File: src/rtl/alu_seq_mult_if.sv
// rtl/alu_seq_mult_if.sv - start/busy/done operand and product bundle for alu_seq_mult
interface alu_seq_mult_if #(
  parameter int W = 32
);
  logic         start;
  logic         signed_op;
  logic [W-1:0] a;
  logic [W-1:0] b;
  logic         busy;
  logic         done;
  logic [W-1:0] hi;
  logic [W-1:0] lo;

  modport master (
    output start, signed_op, a, b,
    input  busy, done, hi, lo
  );

  modport slave (
    input  start, signed_op, a, b,
    output busy, done, hi, lo
  );
endinterface

File: src/rtl/alu_seq_mult.sv
// rtl/alu_seq_mult.sv - iterative radix-2 shift-and-add multiplier, W x W -> 2W
// Signed operands become magnitudes before the loop; the product is negated afterwards.
module alu_seq_mult #(
  parameter int W = 32
) (
  input  logic          clk,
  input  logic          rst,
  alu_seq_mult_if.slave bus
);

  localparam int CW = (W > 2) ? $clog2(W) : 1;
  localparam logic [CW-1:0]  LAST_STEP = CW'(W - 1);
  localparam logic [CW-1:0]  ONE_C     = CW'(1);
  localparam logic [W-1:0]   ONE_W     = W'(1);
  localparam logic [2*W-1:0] ONE_2W    = (2*W)'(1);

  typedef enum logic [2:0] {
    S_IDLE,
    S_MAG,
    S_MUL,
    S_FIX,
    S_DONE
  } state_t;

  state_t         state_q, state_d;
  logic [W-1:0]   mcand_q, mcand_d;
  logic [W-1:0]   mplier_q, mplier_d;
  logic           signed_q, signed_d;
  logic           neg_q, neg_d;
  logic [2*W-1:0] acc_q, acc_d;
  logic [CW-1:0]  cnt_q, cnt_d;
  logic [W-1:0]   hi_q, hi_d;
  logic [W-1:0]   lo_q, lo_d;
  logic [2*W-1:0] result;

  always_ff @(posedge clk) begin
    if (rst) begin
      state_q  <= S_IDLE;
      mcand_q  <= '0;
      mplier_q <= '0;
      signed_q <= 1'b0;
      neg_q    <= 1'b0;
      acc_q    <= '0;
      cnt_q    <= '0;
      hi_q     <= '0;
      lo_q     <= '0;
    end else begin
      state_q  <= state_d;
      mcand_q  <= mcand_d;
      mplier_q <= mplier_d;
      signed_q <= signed_d;
      neg_q    <= neg_d;
      acc_q    <= acc_d;
      cnt_q    <= cnt_d;
      hi_q     <= hi_d;
      lo_q     <= lo_d;
    end
  end

  always_comb begin
    state_d  = state_q;
    mcand_d  = mcand_q;
    mplier_d = mplier_q;
    signed_d = signed_q;
    neg_d    = neg_q;
    acc_d    = acc_q;
    cnt_d    = cnt_q;
    hi_d     = hi_q;
    lo_d     = lo_q;
    result   = neg_q ? ((~acc_q) + ONE_2W) : acc_q;

    case (state_q)
      S_IDLE: begin
        if (bus.start) begin
          mcand_d  = bus.a;
          mplier_d = bus.b;
          signed_d = bus.signed_op;
          state_d  = S_MAG;
        end
      end
      S_MAG: begin
        neg_d    = signed_q & (mcand_q[W-1] ^ mplier_q[W-1]);
        // -2^(W-1) negates to itself, which is exactly its unsigned magnitude
        mcand_d  = (signed_q & mcand_q[W-1])  ? ((~mcand_q) + ONE_W)  : mcand_q;
        mplier_d = (signed_q & mplier_q[W-1]) ? ((~mplier_q) + ONE_W) : mplier_q;
        acc_d    = '0;
        cnt_d    = '0;
        state_d  = S_MUL;
      end
      S_MUL: begin
        if (mplier_q[0]) begin
          acc_d = acc_q + ({{W{1'b0}}, mcand_q} << cnt_q);
        end
        mplier_d = mplier_q >> 1;
        cnt_d    = cnt_q + ONE_C;
        if (cnt_q == LAST_STEP) begin
          state_d = S_FIX;
        end
      end
      S_FIX: begin
        hi_d    = result[2*W-1:W];
        lo_d    = result[W-1:0];
        state_d = S_DONE;
      end
      S_DONE: begin
        state_d = S_IDLE;
      end
      default: begin
        state_d = S_IDLE;
      end
    endcase
  end

  assign bus.busy = (state_q == S_MAG) || (state_q == S_MUL) || (state_q == S_FIX);
  assign bus.done = (state_q == S_DONE);
  assign bus.hi   = hi_q;
  assign bus.lo   = lo_q;

endmodule

File: src/flat_wrapper.sv
// flat-port wrapper written by rule: the top's interface ports become plain ports
module alu_seq_mult_flat 
#(
  parameter int W = 32
)
  (clk, rst, bus_start, bus_signed_op, bus_a, bus_b, bus_busy, bus_done, bus_hi, bus_lo);
  alu_seq_mult_if #(.W(W)) bus_i ();
  input  logic clk;
  input  logic rst;
  input wire logic [$bits(bus_i.start)-1:0] bus_start;
  input wire logic [$bits(bus_i.signed_op)-1:0] bus_signed_op;
  input wire logic [$bits(bus_i.a)-1:0] bus_a;
  input wire logic [$bits(bus_i.b)-1:0] bus_b;
  output wire logic [$bits(bus_i.busy)-1:0] bus_busy;
  output wire logic [$bits(bus_i.done)-1:0] bus_done;
  output wire logic [$bits(bus_i.hi)-1:0] bus_hi;
  output wire logic [$bits(bus_i.lo)-1:0] bus_lo;
  assign bus_i.start = bus_start;
  assign bus_i.signed_op = bus_signed_op;
  assign bus_i.a = bus_a;
  assign bus_i.b = bus_b;
  assign bus_busy = bus_i.busy;
  assign bus_done = bus_i.done;
  assign bus_hi = bus_i.hi;
  assign bus_lo = bus_i.lo;
  alu_seq_mult #(.W(W)) u_core (.clk(clk), .rst(rst), .bus(bus_i));
endmodule
File: config.mk
export PLATFORM = sky130hd
export DESIGN_NAME = alu_seq_mult_flat
export DESIGN_NICKNAME = d
export VERILOG_FILES = /design/src/rtl/alu_seq_mult_if.sv /design/src/rtl/alu_seq_mult.sv /design/src/flat_wrapper.sv
export SDC_FILE = /design/constraint.sdc
export NUM_CORES = 1
export LEC_CHECK = 0
export BUFFER_PORTS_ARGS = -buffer_cell sky130_fd_sc_hd__buf_4
export CAP_MARGIN = 10
export CORE_MARGIN = 10
export CORE_UTILIZATION = 59
export CTS_CLUSTER_SIZE = 30
export DETAILED_ROUTE_END_ITERATION = 10
export HOLD_SLACK_MARGIN = 0.08
export PLACE_DENSITY_LB_ADDON = 0.08
export SLEW_MARGIN = 20
export SYNTH_ARGS = -nofsm -noshare
export SYNTH_HDL_FRONTEND = slang
export SYNTH_SLANG_ARGS = --single-unit
File: constraint.sdc
create_clock -name clk -period 5.8 [get_ports clk]
set_input_delay 1.16 -clock clk [delete_from_list [all_inputs] [get_ports clk]]
set_output_delay 1.16 -clock clk [all_outputs]
set_load 0.01 [all_outputs]
After elaboration in Yosys (flattened, before gate mapping)
Cells that the tools add are included.
{ "word_totals": {"input_bits": 68, "output_inout_bits": 66, "register_bits": 202} }
{ "classes": {"eq_ne": 10, "n_reduce_logical": 11, "n_shift": 1, "addsub": 5, "bitwise": 7, "n_mux": 13} }
{ "op_table": {"columns": ["cell", "count"], "rows": [
  ["32-bit 2-to-1 mux", 4],
  ["64-bit 2-to-1 mux", 2],
  ["64-bit case mux with 2 select lines", 1],
  ["32-bit case mux with 3 select lines", 1],
  ["32-bit by 1-bit adder with 32-bit output (second input constant)", 2],
  ["64-bit by 1-bit adder with 64-bit output (second input constant)", 1],
  ["64-bit adder", 1],
  ["32-bit inverter", 2],
  ["64-bit inverter", 1],
  ["32-bit case mux with 2 select lines", 1],
  ["32-bit by 5-bit left shift with 64-bit output", 1],
  ["3-bit case mux with 4 select lines", 1],
  ["5-bit case mux with 2 select lines", 1],
  ["2-bit by 1-bit != test with 1-bit output (second input constant)", 4],
  ["3-bit by 2-bit == test with 1-bit output (second input constant)", 2],
  ["3-bit 2-to-1 mux", 2],
  ["2-bit AND reduction", 3],
  ["3-bit AND reduction", 2],
  ["5-bit by 1-bit adder with 5-bit output (second input constant)", 1],
  ["5-bit == test (second input constant)", 1],
  ["2-bit nonzero test", 2],
  ["1-bit bitwise AND", 3],
  ["3-bit by 1-bit == test with 1-bit output (second input constant)", 1],
  ["3-bit == test (second input constant)", 1],
  ["5 further kinds", 6]
]} }

Longest topological paths before layout
{ "logic_depth": {"word_depth": 4, "mapped_depth": 22, "depth_no_buf": 19} }

Worst setup path after synthesis
Ideal clock, no wire load.
{ "synth_path": {"path_type": "register -> register", "start": "register u_core.cnt_q[0]", "end": "register u_core.acc_q[55]", "t_arrival_ns": 5.074, "slack_ns": 0.664, "path_stages_with_launch": 19, "n_path_buf": 3, "cell_sequence": "dfxtp_1 clkbuf_1 clkbuf_1 mux4_2 mux2i_1 mux2i_1 and2_1 ha_1 clkbuf_1 nand2_1 nor2_1 nand3_1 o41ai_1 a41oi_1 o21ai_0 nand2_1 o21bai_1 or4b_2 nand3_1"} }
{ "synth_via": {"elab_chain_len": 4} }
{ "synth_rtl": {"columns": ["element", "line_no", "source"], "rows": [
  ["start, declared", "alu_seq_mult.sv:31", "logic [CW-1:0] cnt_q, cnt_d;"],
  ["start signal, assigned", "alu_seq_mult.sv:54", "cnt_q <= cnt_d;"],
  ["32-bit by 5-bit left shift with 64-bit output", "alu_seq_mult.sv:92", "acc_d = acc_q + ({{W{1'b0}}, mcand_q} << cnt_q);"],
  ["64-bit adder", "alu_seq_mult.sv:92", null],
  ["64-bit 2-to-1 mux", "alu_seq_mult.sv:91", "if (mplier_q[0]) begin"],
  ["64-bit case mux with 2 select lines", "alu_seq_mult.sv:72", "case (state_q)"],
  ["end signal, assigned", "alu_seq_mult.sv:43", "acc_q <= '0;"],
  ["end signal, assigned", "alu_seq_mult.sv:53", "acc_q <= acc_d;"],
  ["end, declared", "alu_seq_mult.sv:30", "logic [2*W-1:0] acc_q, acc_d;"]
]} }
Every way passes these cells. The select of a mux whose other input is x is not followed.
A chain may end at the register's enable or synchronous reset.

Worst setup path in the final report
{ "layout_path": {"start": "register u_core.cnt_q[1]", "end": "register u_core.acc_q[55]"} }
Same word-level chain as after synthesis.

==> reports/qor.csv <==
metric,value,unit
critical_path.top_delay_family,simple AND/OR/NAND/NOR gates,
vias,16244,
design_area,0.0176,mm^2
powerDensity,224,mW/mm^2
initial_core_util,60.2,%
p_sw,1.22,mW
antenna_cells,0,
synth_edf_count,0,
ys_seq_area_share,25.6,%
power,3.95,mW
min_path_cells,2,
grt_pass1_wl,78300,um
reg2reg_from,u_core.cnt_q[1]$_SDFFE_PP0N_,
path_buf_inv,2,
cellInternalPower,2.73,mW
grt-ovfl-total,0,
netlist.area_leader.share,25.6,%
crit_chain,"mux2i_1, o21ai_0, mux2i_1, mux2i_1, and2_1, ha_1, nand2_1, nor2_1, nand3_1, o41ai_1, buf_4, a41oi_1, buf_4, o21ai_0, nand2_1, o21bai_1, or4b_2, nand3_1",
cts_tree,done,
crit_required,6280,ps
firstDrtPassIters,5,
final_cell_mix,"275 x nor2_1, 226 x nand2_1, 222 x a21oi_1",
max_slew.worst_pin.slew,1130,ps
wl,49000,um
end_kind,flop,
synth.ff_latch_count,202,
maxCapViolations,0,
drive_gt1_share,12.6,%
fin_util,67.2,%
switching_share,30.9,%
fin_crit_sh,90.9,%
crit_path_frequent_cell,mux2i_1,
ys.flop_type,dfxtp_1,
cts_inserted_buffers,24,
setup_violations,0,
placed_cell_area,0.0168,mm^2
fin_crit,5270,ps
die_y,183,um
syn_area,0.0158,mm^2
r2r_setup_slack,530,ps
yosysUniqueCellTypes,71,
worstHoldStart,u_core.bus.hi[10]$_SDFFE_PP0P_,
ys_warn_count,0,
rows,59,
fin_skew,18.2,ps
viasPerCell,6.47,
antenna_found_initial,0,
critPathArrivalTime,5750,ps
crit_slowest_cell,dfxtp_2,
rr_worst_depth,18,
synth_area_leader_cell,dfxtp_1,
slew_headroom,24.6,%
synthArstFlopShare,0,%
avgSynthCellArea,7.37,um^2
clockPowerShare,39.6,%
synthTopCellsByArea,"dfxtp_1 26%, a21oi_1 7.1%, nor2_1 6.6%",
grt_max_degree,112,
grt.total_usage,27.7,%
start_kind,flop,
fin_nets,2295,
irDropWorstVdd,0.229,mV
die_width,183,um
path_max_fanout,39,
holdWs,452,ps
root_buffer,clkbuf_16,
cp_slowest_stage_delay,860,ps
worstReg2RegEnd,u_core.acc_q[55]$_SDFFE_PP0P_,
synth_nets,2276,
fp.coreArea,0.0262,mm^2
power_frac_seq,39.6,%
fmaxAchievable,190,MHz
clk_pin_slew,60,ps
mostFrequentLayoutCell,nor2_1,
hpwl,36100,um
p_comb_share,20.8,%
cts_max_path_buffers,3,
hold-path-endpoint,u_core.bus.hi[10]$_SDFFE_PP0P_,
tns,0,ps
ant_nets,0,
cts_setup_buffers,0,
nFillCells,2310,
p_leak,6.94,nW
hold_path_class,reg2reg,
critPathKind,reg2reg,
ios,134,
ctsHoldBuffers,0,
gp_congestion,0.995,
rsz0062_at_grt,false,
grt_pass1_vias,14762,
slew_violations,0,
port_buffers,133,
area_delta_synth_final,11.6,%
outcome,finished clean,
fp.dieArea,0.0337,mm^2
drcViolationCount,0,
cts.repair.resized,0,
syn-instance-count,2139,
first_iter_violations,1741,
clk_latency,540,ps
cts_sinks,202,
hold_viol,0,
wire_per_inst,19.5,um
h-tree-depth,1,
-- sequential cells by signal, summed over array words and instances, names as in the netlist --
signal / count
u_core.neg_q: 1
u_core.mcand_q: 32
u_core.state_q: 3
u_core.bus.lo: 32
u_core.cnt_q: 5
u_core.signed_q: 1
u_core.mplier_q: 32
u_core.bus.hi: 32
u_core.acc_q: 64
-- cell families after synthesis --
family	Yosys count	share of synthesized area, %
simple gates	792	23.2
compound gates	654	25.8
buf+inv	203	4.90
flops	202	25.6
xor+xnor	120	6.67
mux	99	8.22
fa+ha+maj	69	5.52
-- synthesized netlist by cell type, types with 21 or more instances --
master and number:
dfxtp_1 202, a21o_1 21, o21ai_0 144, a22oi_1 32, mux4_2 22, nand2_1 226
a211oi_1 66, xnor2_1 38, nor2_1 278, or3_1 34, nand4_1 26, mux2i_1 53
ha_1 68, clkbuf_1 146, a21oi_1 223, mux2_2 24, nand3_1 60, xor2_1 82
o31ai_1 30, or4_1 24, nor3_1 46, inv_1 36
-- layout make-up --
type / instances / area (um^2) / share of cell area [%]
repair buffers: 160 / 1210 / 6.89
multi-input cells: 1734 / 11000 / 62.4
clock buffers: 33 / 676 / 3.84
well taps: 335 / 419 / 2.38
clock inverters: 10 / 131 / 0.746
flip-flops and latches: 202 / 4050 / 23.0
inverters: 36 / 135 / 0.768
-- layer usage --
metal / vias to the layer above / part of all wire, % / track usage, %
li1: 7886 / - / -
met2: 754 / 45 / 43.5
met5: - / 0 / 0
met4: 0 / 2.0 / 7.28
met1: 7529 / 44 / 38.7
met3: 75 / 9.6 / 4.33
-- metrics by stage --
stage | setup slack (ps) | std cells
2_1_floorplan | 664 | 2139
3_3_place_gp | 658 | 2467
3_5_place_dp | 744 | 2467
4_1_cts | 699 | 2510
5_1_grt | 204 | 2510
6_report | 527 | 2510
-- worst max-delay path by stage --
| stage | startpoint | depth (start not counted) | to | slack [ps] |
|---|---|---|---|---|
| detailed placement | u_core.cnt_q[1]$_SDFFE_PP0N_ | 18 | u_core.acc_q[55]$_SDFFE_PP0P_ | 740 |
| global placement | u_core.cnt_q[0]$_SDFFE_PP0N_ | 16 | u_core.acc_q[53]$_SDFFE_PP0P_ | 660 |
| global route | u_core.cnt_q[1]$_SDFFE_PP0N_ | 18 | u_core.acc_q[55]$_SDFFE_PP0P_ | 200 |
| finish | u_core.cnt_q[1]$_SDFFE_PP0N_ | 18 | u_core.acc_q[55]$_SDFFE_PP0P_ | 530 |
| CTS | u_core.cnt_q[1]$_SDFFE_PP0N_ | 18 | u_core.acc_q[55]$_SDFFE_PP0P_ | 700 |
| floorplan | u_core.cnt_q[0]$_SDFFE_PP0N_ | 18 | u_core.acc_q[55]$_SDFFE_PP0P_ | 660 |
-- power groups by stage --
stage                     registers [mW]  logic [mW]  clock network [mW]
after CTS                           1.56       0.810                1.58
after global placement              1.59       0.790                   0
after floorplan                     1.54       0.606                   0
final                               1.56       0.821                1.56
after global routing                1.57       0.902                1.63
after detailed placement            1.59       0.805                   0
-- worst reg2reg max path: stages, from the launching register on --
cell and delay (ps):
dfxtp_2 860, mux2i_1 300, o21ai_0 210, mux2i_1 420
mux2i_1 190, and2_1 240, ha_1 440, nand2_1 160
nor2_1 160, nand3_1 90, o41ai_1 260, buf_4 190
a41oi_1 100, buf_4 180, o21ai_0 160, nand2_1 190
o21bai_1 330, or4b_2 630, nand3_1 100
Note: power is estimated with default switching activity, not from simulation.
